[config.mk]
export PLATFORM = sky130hd
export DESIGN_NAME = multicycle_control
export DESIGN_NICKNAME = d
export VERILOG_FILES = /design/src/rtl/multicycle_pkg.sv /design/src/rtl/mc_output_decode.sv /design/src/rtl/multicycle_control.sv
export SDC_FILE = /design/constraint.sdc
export NUM_CORES = 1
export LEC_CHECK = 0
export CORE_MARGIN = 3
export CORE_UTILIZATION = 33
export CTS_CLUSTER_DIAMETER = 40
export DETAILED_ROUTE_END_ITERATION = 8
export HOLD_SLACK_MARGIN = 0.15
export PLACE_DENSITY = 0.74
export SETUP_SLACK_MARGIN = 0.02
export SYNTH_ARGS = -nofsm -noshare
export SYNTH_HDL_FRONTEND = slang
export SYNTH_SLANG_ARGS = --single-unit
[constraint.sdc]
create_clock -name clk -period 1.4 [get_ports clk]
set_input_delay 0.28 -clock clk [delete_from_list [all_inputs] [get_ports clk]]
set_output_delay 0.28 -clock clk [all_outputs]
set_load 0.02 [all_outputs]
[src/rtl/multicycle_pkg.sv]
// Shared types and encodings for the multicycle RISC-V controller: state enum,
// opcode constants and datapath select codes.
package multicycle_pkg;

    typedef enum logic [3:0] {
        StFetch    = 4'd0,
        StDecode   = 4'd1,
        StMemAdr   = 4'd2,
        StMemRead  = 4'd3,
        StMemWb    = 4'd4,
        StMemWrite = 4'd5,
        StExecuteR = 4'd6,
        StExecuteI = 4'd7,
        StAluWb    = 4'd8,
        StBeq      = 4'd9,
        StJal      = 4'd10
    } state_t;

    localparam logic [6:0] OpLoad   = 7'b0000011;
    localparam logic [6:0] OpStore  = 7'b0100011;
    localparam logic [6:0] OpRtype  = 7'b0110011;
    localparam logic [6:0] OpItype  = 7'b0010011;
    localparam logic [6:0] OpBranch = 7'b1100011;
    localparam logic [6:0] OpJal    = 7'b1101111;

    localparam logic [1:0] SrcAPc    = 2'b00;
    localparam logic [1:0] SrcAOldPc = 2'b01;
    localparam logic [1:0] SrcARs1   = 2'b10;

    localparam logic [1:0] SrcBRs2  = 2'b00;
    localparam logic [1:0] SrcBImm  = 2'b01;
    localparam logic [1:0] SrcBFour = 2'b10;

    localparam logic [1:0] ResAluOut    = 2'b00;
    localparam logic [1:0] ResReadData  = 2'b01;
    localparam logic [1:0] ResAluResult = 2'b10;

    localparam logic [1:0] AluAdd   = 2'b00;
    localparam logic [1:0] AluSub   = 2'b01;
    localparam logic [1:0] AluFunct = 2'b10;

    function automatic logic is_legal_op(input logic [6:0] op);
        return (op == OpLoad) || (op == OpStore) || (op == OpRtype) ||
               (op == OpItype) || (op == OpBranch) || (op == OpJal);
    endfunction

endpackage

[src/rtl/mc_output_decode.sv]
// Combinational state-to-control-word table for the multicycle controller.
module mc_output_decode
    import multicycle_pkg::*;
(
    input  logic [3:0] state,
    output logic       ir_write,
    output logic       adr_src,
    output logic       mem_write,
    output logic       reg_write,
    output logic       pc_update,
    output logic       branch,
    output logic [1:0] alu_src_a,
    output logic [1:0] alu_src_b,
    output logic [1:0] result_src,
    output logic [1:0] alu_op
);

    always_comb begin
        ir_write   = 1'b0;
        adr_src    = 1'b0;
        mem_write  = 1'b0;
        reg_write  = 1'b0;
        pc_update  = 1'b0;
        branch     = 1'b0;
        alu_src_a  = SrcAPc;
        alu_src_b  = SrcBRs2;
        result_src = ResAluOut;
        alu_op     = AluAdd;
        case (state)
            StFetch: begin
                ir_write   = 1'b1;
                pc_update  = 1'b1;
                alu_src_b  = SrcBFour;
                result_src = ResAluResult;
            end
            StDecode: begin
                alu_src_a = SrcAOldPc;
                alu_src_b = SrcBImm;
            end
            StMemAdr: begin
                alu_src_a = SrcARs1;
                alu_src_b = SrcBImm;
            end
            StMemRead:  adr_src = 1'b1;
            StMemWb: begin
                result_src = ResReadData;
                reg_write  = 1'b1;
            end
            StMemWrite: begin
                adr_src   = 1'b1;
                mem_write = 1'b1;
            end
            StExecuteR: begin
                alu_src_a = SrcARs1;
                alu_op    = AluFunct;
            end
            StExecuteI: begin
                alu_src_a = SrcARs1;
                alu_src_b = SrcBImm;
                alu_op    = AluFunct;
            end
            StAluWb:    reg_write = 1'b1;
            StBeq: begin
                alu_src_a = SrcARs1;
                alu_op    = AluSub;
                branch    = 1'b1;
            end
            StJal: begin
                alu_src_a = SrcAOldPc;
                alu_src_b = SrcBFour;
                pc_update = 1'b1;
            end
            default: ;
        endcase
    end

endmodule

[src/rtl/multicycle_control.sv]
// Multicycle RISC-V main controller: state register, next-state logic, strobe gating.
// Define MULTICYCLE_CTRL_MEMREADY_EN to stall memory states on mem_ready.
module multicycle_control
    import multicycle_pkg::*;
#(
    parameter int unsigned STATE_W = 4
) (
    input  logic               clk,
    input  logic               reset,
    input  logic [6:0]         opcode,
    input  logic               zero,
`ifdef MULTICYCLE_CTRL_MEMREADY_EN
    input  logic               mem_ready,
`endif
    output logic               pc_write,
    output logic               ir_write,
    output logic               adr_src,
    output logic               mem_write,
    output logic               reg_write,
    output logic               illegal_instr,
    output logic [1:0]         alu_src_a,
    output logic [1:0]         alu_src_b,
    output logic [1:0]         result_src,
    output logic [1:0]         alu_op,
    output logic [STATE_W-1:0] state
);

    state_t state_q, state_d;
    logic   mem_go;
    logic   dec_ir_write, dec_mem_write, dec_reg_write, dec_pc_update, dec_branch;
    logic   pc_update;

`ifdef MULTICYCLE_CTRL_MEMREADY_EN
    assign mem_go = mem_ready;
`else
    assign mem_go = 1'b1;
`endif

    always_comb begin
        state_d = StFetch;
        case (state_q)
            StFetch:    state_d = mem_go ? StDecode : StFetch;
            StDecode: begin
                case (opcode)
                    OpLoad, OpStore: state_d = StMemAdr;
                    OpRtype:         state_d = StExecuteR;
                    OpItype:         state_d = StExecuteI;
                    OpBranch:        state_d = StBeq;
                    OpJal:           state_d = StJal;
                    default:         state_d = StFetch;
                endcase
            end
            StMemAdr:   state_d = opcode[5] ? StMemWrite : StMemRead;
            StMemRead:  state_d = mem_go ? StMemWb : StMemRead;
            StMemWrite: state_d = mem_go ? StFetch : StMemWrite;
            StExecuteR, StExecuteI, StJal: state_d = StAluWb;
            default:    state_d = StFetch;
        endcase
    end

    always_ff @(posedge clk) begin
        if (!reset) state_q <= StFetch;
        else        state_q <= state_d;
    end

    // While in reset the register may not yet hold FETCH, so decode FETCH directly.
    mc_output_decode u_decode (
        .state      (reset ? state_q : StFetch),
        .ir_write   (dec_ir_write),
        .adr_src    (adr_src),
        .mem_write  (dec_mem_write),
        .reg_write  (dec_reg_write),
        .pc_update  (dec_pc_update),
        .branch     (dec_branch),
        .alu_src_a  (alu_src_a),
        .alu_src_b  (alu_src_b),
        .result_src (result_src),
        .alu_op     (alu_op)
    );

    // Only the FETCH PC increment waits for memory; the JAL jump does not.
    assign pc_update     = dec_pc_update & (mem_go | (state_q != StFetch));
    assign ir_write      = reset & dec_ir_write & mem_go;
    assign mem_write     = reset & dec_mem_write & mem_go;
    assign reg_write     = reset & dec_reg_write;
    assign pc_write      = reset & (pc_update | (dec_branch & zero));
    assign illegal_instr = reset & (state_q == StDecode) & ~is_legal_op(opcode);
    assign state         = STATE_W'(state_q);

endmodule

==> results, run 1 <==
- The flow halted during global routing.
- The hold buffer count at CTS is 0.
- The worst-path endpoint category is an output port.
- Measured along the y axis, the die boundary spans approximately 47 um.
- In this run, CTS created clock tree buffers numbering 3.
- The tree is rooted in a clkbuf_4.
- The die extent in x is ~47 um.
- The total number of clock tree sinks is 4.
- The count of synthesis-stage warnings from yosys is 0.
- The last weighted congestion value of the routability-driven placer is 0.792.
- The floorplan row count is 14.
- During placement, the flow inserted port buffers numbering 27.
- In this run the count of I/O pins placed on the die edge is 28.
- The final HPWL from detailed placement is 1.74 mm.
- The number of nets in the synthesized netlist is between 80 and 90.
- The H-tree depth is 1.
- The run stopped with a tool error.
- The clock passes through at most 2 buffers.
- The first error in the log reads "[ERROR DPL-0038] Utilization greater than 100%, impossible to legalize".
- The largest net degree at the start of global routing is 16.
- Once placement finished, the instance area stood at 1200 um2.
- The worst endpoint after global-route timing repair is illegal_instr.
- The share of synthesized area occupied by flip-flops and latches is 14.5%.
- Once the floorplan was initialized, standard cells occupied 35.7% of the core.
- The average cell area after synthesis is 7.65 um2.
- The cell count after synthesis came out at 72.
- The synthesized netlist occupies a cell area of ~550 um2.
- The synthesis-stage register bit count is 4.
- The number of different library cells used by synthesis comes to 36.
## cell families after synthesis
kind of cell	count (synthesis)	synth area share, %
buf+inv	9	7.50
simple gates	39	50.2
compound gates	16	21.4
xor+xnor	4	6.36
flops	4	14.5
## what timing repair did
item,CTS
gates resized for setup,133
pin swaps,17
endpoints found under the setup margin,22
buffers inserted,8
gates cloned,0
endpoints found under the hold margin,0
## through the flow
stage,TNS [ns],hold WS (ns),setup WS (ns),cells
floorplan,-0.00917,0.444,-0.00521,72
global placement,-10.55,0.661,-0.903,141
detailed placement,-11.25,0.707,-0.940,141
CTS,-2.01,0.598,-0.247,153
## synthesized netlist by cell type (all sizes together)
library cell,n,area share [%]
xor2,2,3.2
nor3,1,0.91
clkbuf,1,0.68
and2,1,1.1
nor3b,4,5.5
dfxtp,4,15
nor2b,4,4.5
or3,2,2.3
nand2,3,2.0
and3,4,4.5
o211ai,3,4.1
a21oi,4,3.6
and4bb,1,2.3
nand2b,3,4.8
a31oi,1,1.1
o21a,1,1.4
and4,1,1.6
xnor2,2,3.2
nor2,5,3.4
inv,2,1.4
o21ai,1,0.91
or4,1,1.4
buf,6,5.5
nand4b,2,3.2
nor4,1,1.1
o31ai,1,1.4
o41ai,1,1.6
a311oi,1,1.6
a221oi,2,4.3
nand4,2,2.3
and3b,2,3.2
nor4b,1,4.3
nor4bb,1,1.8
a21o,1,1.4
==> run 2, diff against run 1 <==
- CORE_AREA: not set -> 3 3 64 66
- CORE_MARGIN: 3 -> not set
- CORE_UTILIZATION: 33 -> not set
- CTS_CLUSTER_DIAMETER: 40 -> not set
- DIE_AREA: not set -> 0 0 67 69
- HOLD_SLACK_MARGIN: 0.15 -> not set
- PLACE_DENSITY: 0.74 -> not set
- PLACE_DENSITY_LB_ADDON: not set -> 0.15
- SETUP_SLACK_MARGIN: 0.02 -> not set
==> results, run 2 <==
- The total placed cells including tap cells is 172 (+22%).
- The synthesis-stage register bit count was 4 (unchanged).
- The slowest cell on the critical path is a311oi_4.
- The number of enable flip-flop cells after synthesis came to 0 (unchanged).
- The post-synthesis cell area is 551 um2 (unchanged).
- At the worst endpoint, the arrival time is 1.30 ns.
- After synthesis, the most frequently instantiated cells are buf_2, nor2_1.
- By area, the combinational part of the netlist is dominated by simple AND/OR/NAND/NOR gates.
- The family of cells with the greatest summed delay on the critical path is simple AND/OR/NAND/NOR gates.
- The first global-routing pass estimated 3.71 mm of wire.
- Across all layers, the routed design uses 802 vias.
- The overall global routing resource usage is 10.0%.
- In the post-synthesis netlist, the biggest area contributors are dfxtp_1, buf_2, nor3b_1.
- The share of flip-flops with an asynchronous set or reset after synthesis is 0% (unchanged).
- The floorplan row count is 22 (+8).
- In this run the worst hold path is classified as in2reg.
- The number of standard cells in the layout, taps in and fillers out is 186.
- The compound-cell area share of the yosys netlist is 21.4% (unchanged).
- In the post-synthesis netlist, the cell with the most instances is buf_2.
- The initial DRC count is 8.
- Summed over all layers, the routed wires come to 2.33 mm.
- The count of input and output buffers is 27 (unchanged).
- The critical path goes through dlygate4sd2_1, and4bb_2, nor2b_4, a311oi_4, buf_6.
- The initial antenna violation count is 0.
- The repair_antennas step left the layout with diodes totalling 0.
- The final net count is 149.
- Measured against its own limit, the worst slew margin works out to ~83%.
- The mux contribution to synthesized area is 0% (unchanged).
- The root buffer cell chosen for the clock tree is clkbuf_8.
- The synthesized instance count is 72 (unchanged).
- The number of flip-flops in the largest register is 4.
- The last weighted congestion value of the routability-driven placer is 0.756 (-4.6%).
- In this run the register-to-register setup slack is -0.13 ns.
- The mean number of vias per cell is 4.31.
- The final-report max-slew violation count came to 0.
- The hold buffer count at CTS is 0 (unchanged).
- The maximum cell stage delay along the critical path is 0.27 ns.
- The number of global-route vias before repair is a little under 900.
- In the layout the commonest cells are buf_4, buf_6, dlygate4sd2_1, dfxtp_4.
- The number of buffers on the longest clock path was 2 (unchanged).
- The total negative slack is -1.70 ns.
- The total chip power is around 0.66 mW.
- The area share of the largest cell type after synthesis is 14.5% (unchanged).
- Entering global routing, the biggest net connects 12 pins.
- The clock insertion delay at the later pin of the skew report is 0.22 ns.
- The worst-path maximum fanout is 2.
- The synthesized-area fraction occupied by adder cells is 0% (unchanged).
- The total nets after synthesis was 82 (unchanged).
- The tool flagged a number of max-cap violations equal to 0.
- The synthesized-area fraction occupied by xor and xnor cells is 6.36% (unchanged).
- The final HPWL from detailed placement came to 1.67 mm (-4.3%).
- The CTS clock-pin slew for the worst setup and hold paths is 0.03 ns.
- The setup path with the least slack is of type in2out.
- The worst-margin pin slew is around 0.26 ns.
- The share of synthesized area occupied by flip-flops and latches came to 14.5% (unchanged).
- Setup repair after global routing could not meet its margin everywhere.
- The number of detailed-route iterations in the first pass is 2.
- The dominant cell type by area after synthesis is dfxtp_1.
- The number of top-level design ports is 28 (unchanged).
- Together, buffers and inverters on the worst path number 2.
- The main flop type after synthesis is dfxtp_1.
- The total number of clock tree sinks is 4 (unchanged).
- The final reports fail on setup timing.
- The flow ran to the end, but the final reports show violations.
- The path depth of the worst reg2reg path is 6.
- Data on the critical path is required at its endpoint by 1.12 ns.
- Counting instances, the worst hold path has a depth of 4.
- The core region is about 3600 um2.
- The leakage component of the power is 0.666 nW.
- The highest ir drop seen on vdd is 0.000233 V.
- The fraction of the mapped netlist area in simple logic gates was 50.2% (unchanged).
- The floorplan die area is 4620 um2.
- The final worst-path cycle share is 113%.
- The height of the chip came to 69 um (+47%).
- The detailed-route DRC error count is 0.
- The number of setup violations in the final report is 18.
- The minimum period implied by the final worst setup slack is 1.58 ns.
- The slack of the critical path is -0.179 ns.
- The type of destination of the critical path is a primary output.
- Across the routed clock network, the largest skew measured is roughly 0.0031 ns.
- Leaving out fill and tap cells, the most frequent cell in the layout is buf_4.
- Relative to the synthesized area, the layout overhead comes to 177%.
- Dividing the detail-routed wire length by the instance count gives 12.5 um.
- The H-tree depth is 1 (unchanged).
- The post-route netlist has 73.2% of its cells at a drive strength greater than 1.
- Once detail routing completed, the nets flagged for antenna violations numbered 0.
- The number of different library cells in the post-synthesis netlist is 36 (unchanged).
- The number of failing hold endpoints at the final stage is 0.
- The count of synthesis-stage warnings from yosys is 0 (unchanged).
- The logic depth of the worst setup path including buffers is 5.
- TritonCTS built the clock tree.
- The pre-CTS setup slack came to -0.943 ns (-0.00389 ns).
- The worst setup path is launched from a primary input.
- The starting density of the core is 15.2% (-21 points).
- For this design the ratio of total power to cell area is about 430 nW/um2.
- The die extent in x is 67 um (+43%).
- The remaining global-route overflow is 0.
- The maximum clock frequency is 633 MHz.
- The average cell area after synthesis came to 7.65 um2 (unchanged).
- The final core area utilization is 41.9%.
- The CTS buffer count is 3 (unchanged).
## run 2: cell counts after synthesis
Identical to the previous run, type by type.
## run 2: what timing repair did
action,4_1_cts,5_1_grt
pin swaps,19,12
buffers inserted,9,1
cloned,0,0
resized for setup,123,29
endpoints found under the setup margin,22,19
## run 2: logic make-up (layout without fill, tap and decap cells)
kind of cell,after synthesis,in the layout
compound gates,16,16
xor+xnor,4,4
buf+inv,9,75
flops,4,4
simple gates,39,39
## run 2: worst register-to-register path, delay by kind of cell (launching register included)
family	cells	cell delay, ns
buffers and inverters	3	0.37
AND/OR/NAND/NOR	1	0.26
flip-flops	1	0.37
AO/OA/AOI/OAI	2	0.43
## run 2: worst paths after layout
| check | to | startpoint |
|---|---|---|
| worst max register to register | state[0] | state[1] |
| worst max-delay path | illegal_instr | opcode[2] |
| worst min register to register | state[1] | state[2] |
| worst min-delay path | state[1] | opcode[5] |
## run 2: metal layers
metal | vias up | wire length (um) | track usage [%] | share of wire [%]
li1 | 408 | - | - | -
met2 | 20 | 1300 | 17.6 | 56
met5 | - | 0 | 0 | 0
met3 | 0 | 98 | 2.12 | 4.2
met1 | 374 | 935 | 11.5 | 40
met4 | 0 | 0 | 3.83 | 0
## run 2: where the power goes
group	internal [mW]	switching [mW]	total (mW)
Sequential	0.112	0.00578	0.118
Clock	0.195	0.0619	0.257
Combinational	0.162	0.121	0.282
Total	0.468	0.188	0.657
## run 2: metrics by stage
stage | cell area (um2) | hold WS (ns)
final | 1520 | 0.528
after global routing | 1520 | 0.566
after CTS | 1400 | 0.620
after detailed placement | 1190 | 0.631
after global placement | 1190 | 0.629
after floorplan | 681 | 0.444
## run 2: cell type report
class / count / area (um2)
Clock buffer: 4 / 45.0
Multi-Input combinational cell: 59 / 679
Fill cell: 390 / 2110
Sequential cell: 4 / 95.1
Timing Repair Buffer: 69 / 637
Tap cell: 48 / 60.1
Inverter: 2 / 7.51
No activity file was read; power rests on OpenSTA's default activity.
==> run 3, diff against run 2 <==
- CTS_CLUSTER_DIAMETER: not set -> 50
==> results of run 3 <==
The final DEF is identical to that of run 2; final timing and power are the same.
==> run 4, diff against run 3 <==
- CELL_PAD_IN_SITES_DETAIL_PLACEMENT: not set -> 0
- CELL_PAD_IN_SITES_GLOBAL_PLACEMENT: not set -> 1
==> results, run 4 (synthesized netlist as in run 2, its figures left out) <==
- The flow ran to the end, but the final reports show violations.
- The checks that failed: setup timing.
- The global-route track usage on met1 came to 14.6% (+3.1 points).
- The most common cell after layout, fill and taps aside is buf_4.
- The number of nets with antenna violations after routing came to 0 (unchanged).
- The number of global-route vias before repair came to 836 (-4.2%).
- The number of flip-flops in the largest register was 4 (unchanged).
- In this run the most used layer during global routing was met2.
- The starting density of the core is 15.2% (unchanged).
- The met3 demand-to-capacity share in global routing is 3.91% (+1.8 points).
- STA classifies the critical path startpoint as a primary input.
- The endpoint arrival time on the critical path came to 1.28 ns (-0.02 ns).
- The CTS clock-pin slew for the worst setup and hold paths is 0.03 ns (about the same).
- Setup repair after global routing could not meet its margin everywhere.
- From synthesis to final layout, the design area changed by 180%.
- The number of standard cells in the layout, taps in and fillers out is 192 (+3.2%).
- The last weighted congestion value of the routability-driven placer is 0.744 (-1.5%).
- The max-cap violation count is 0 (unchanged).
- The total number of clock tree sinks came to 4 (unchanged).
- The minimum period implied by the final worst setup slack is 1.56 ns (-0.0158 ns).
- The worst hold slack came to 0.574 ns (+0.0464 ns).
- The height of the chip is 69 um (unchanged).
- The remaining global-route overflow came to 0 (unchanged).
- The final core area utilization was 42.4% (+0.48 points).
- The number of detailed-route iterations in the first pass is 4 (+2).
- The final-report max-slew violation count came to 0 (unchanged).
- The via total after detailed routing is 814 (+1.5%).
- The clock insertion delay at the later pin of the skew report was 0.22 ns (about the same).
- The highest ir drop seen on vdd came to 0.000553 V (+140%).
- The CTS root buffer is clkbuf_8.
- The slack of the critical path was -0.163 ns (+0.0158 ns).
- The number of failing hold endpoints at the final stage came to 0 (unchanged).
- The die extent in x came to 67 um (unchanged).
- The largest net degree at the start of global routing is 9 (-3).
- The final antenna diode count is 0 (unchanged).
- The remaining max-slew budget at the tightest pin is 82.9% (+0.092 points).
- The mean number of vias per cell is 4.24 (-1.7%).
- STA classifies the critical path endpoint as a primary output.
- The initial antenna violation count was 0 (unchanged).
- TritonCTS built the clock tree.
- The fraction of layout cells with a size suffix above 1 is 71.5% (-1.7 points).
- The leakage component of the power was 0.680 nW (+2.2%).
- The CTS buffer count came to 3 (unchanged).
- The floorplan die area came to 4620 um2 (unchanged).
- The H-tree depth is 1 (unchanged).
- The total chip power is 0.672 mW (+2.4%).
- The category of the critical setup timing path is in2out.
- The detailed-route DRC error count is 0 (unchanged).
- The worst-margin pin slew is 0.255 ns (-0.00138 ns).
- The worst-path maximum fanout came to 2 (unchanged).
- The number of top-level design ports is 28 (unchanged).
- The final worst-path cycle share came to 112% (-1.1 points).
- The number of buffers on the longest clock path is 2 (unchanged).
- The pre-CTS setup slack is -0.911 ns (+0.0325 ns).
- The number of setup violations in the final report is 17 (-1).
- The total placed cells including tap cells is 175 (+1.7%).
- The overall global routing resource usage is 10.6% (+0.60 points).
- The routed wire length per instance is 11.8 um (-6.2%).
- The count of input and output buffers is 27 (unchanged).
- The hold buffer count at CTS is 0 (unchanged).
- The post-route clock skew is 0.00268 ns (-0.000391 ns).
- The instance area at placement was 1210 um2 (+1.9%).
- The total negative slack came to -1.33 ns (+0.369 ns).
- The met2 capacity usage during global routing was 16.5% (-1.1 points).
- The placeable core area is 3630 um2 (unchanged).
- The floorplan row count is 22 (unchanged).
- The final HPWL from detailed placement is 1.76 mm (+5.7%).
- The wire length reported by the detailed router came to 2.26 mm (-3.1%).
- The maximum clock frequency is 640 MHz (+1.0%).
- The tightest min-delay check is of the in2reg type.
- The library cells used most frequently in the layout, excluding fill and tap cells, are buf_4, buf_6, dlygate4sd2_1.
- The data required time of the critical path is 1.12 ns (about the same).
- The wire length of the first global-routing pass came to 3.89 mm (+5.0%).
- The initial DRC count is 21 (+13).
- The area of all placed cells without fillers is 1540 um2 (+1.1%).
- The final net count was 155 (+4.0%).
- The areal power density over the cells is 436 nW/um2 (+1.2%).
-- run 4: final cells by class --
cell class	instances	area, um2
Tap cell	48	60.1
Inverter	2	7.51
Timing Repair Buffer	75	694
Sequential cell	4	92.6
Multi-Input combinational cell	59	642
Fill cell	371	2090
Clock buffer	4	45.0
-- run 4: final timing paths --
path | start | end | slack (ns) | cells past startpoint
min reg2reg | state[2] | state[1] | 0.75 | 4
min | opcode[2] | state[1] | 0.57 | 4
max reg2reg | state[3] | state[2] | -0.03 | 5
max | opcode[1] | illegal_instr | -0.16 | 5
-- run 4: power breakdown --
part / internal [mW] / switching, mW / total, mW
combinational: 0.172 / 0.120 / 0.292
clock: 0.195 / 0.0689 / 0.264
sequential: 0.113 / 0.00403 / 0.117
total: 0.480 / 0.193 / 0.672
-- run 4: metal layers --
| layer | part of all wire [%] | up-vias | routed length (um) |
|---|---|---|---|
| li1 | - | 422 | - |
| met1 | 45 | 371 | 1010 |
| met2 | 49 | 21 | 1110 |
| met3 | 6.3 | 0 | 142 |
| met4 | 0 | 0 | 0 |
| met5 | 0 | - | 0 |
-- run 4: worst max-delay path, cell delays in order --
cell	delay (ns)
dlygate4sd2_1	0.24
and4bb_2	0.23
nor2b_4	0.13
a311oi_4	0.26
buf_6	0.15
-- run 4: timing repair --
action / CTS / global route
gates cloned: 0 / 0
pin swaps: 19 / 20
setup buffers: 8 / 5
gates resized for setup: 130 / 26
endpoints found under the setup margin: 22 / 20
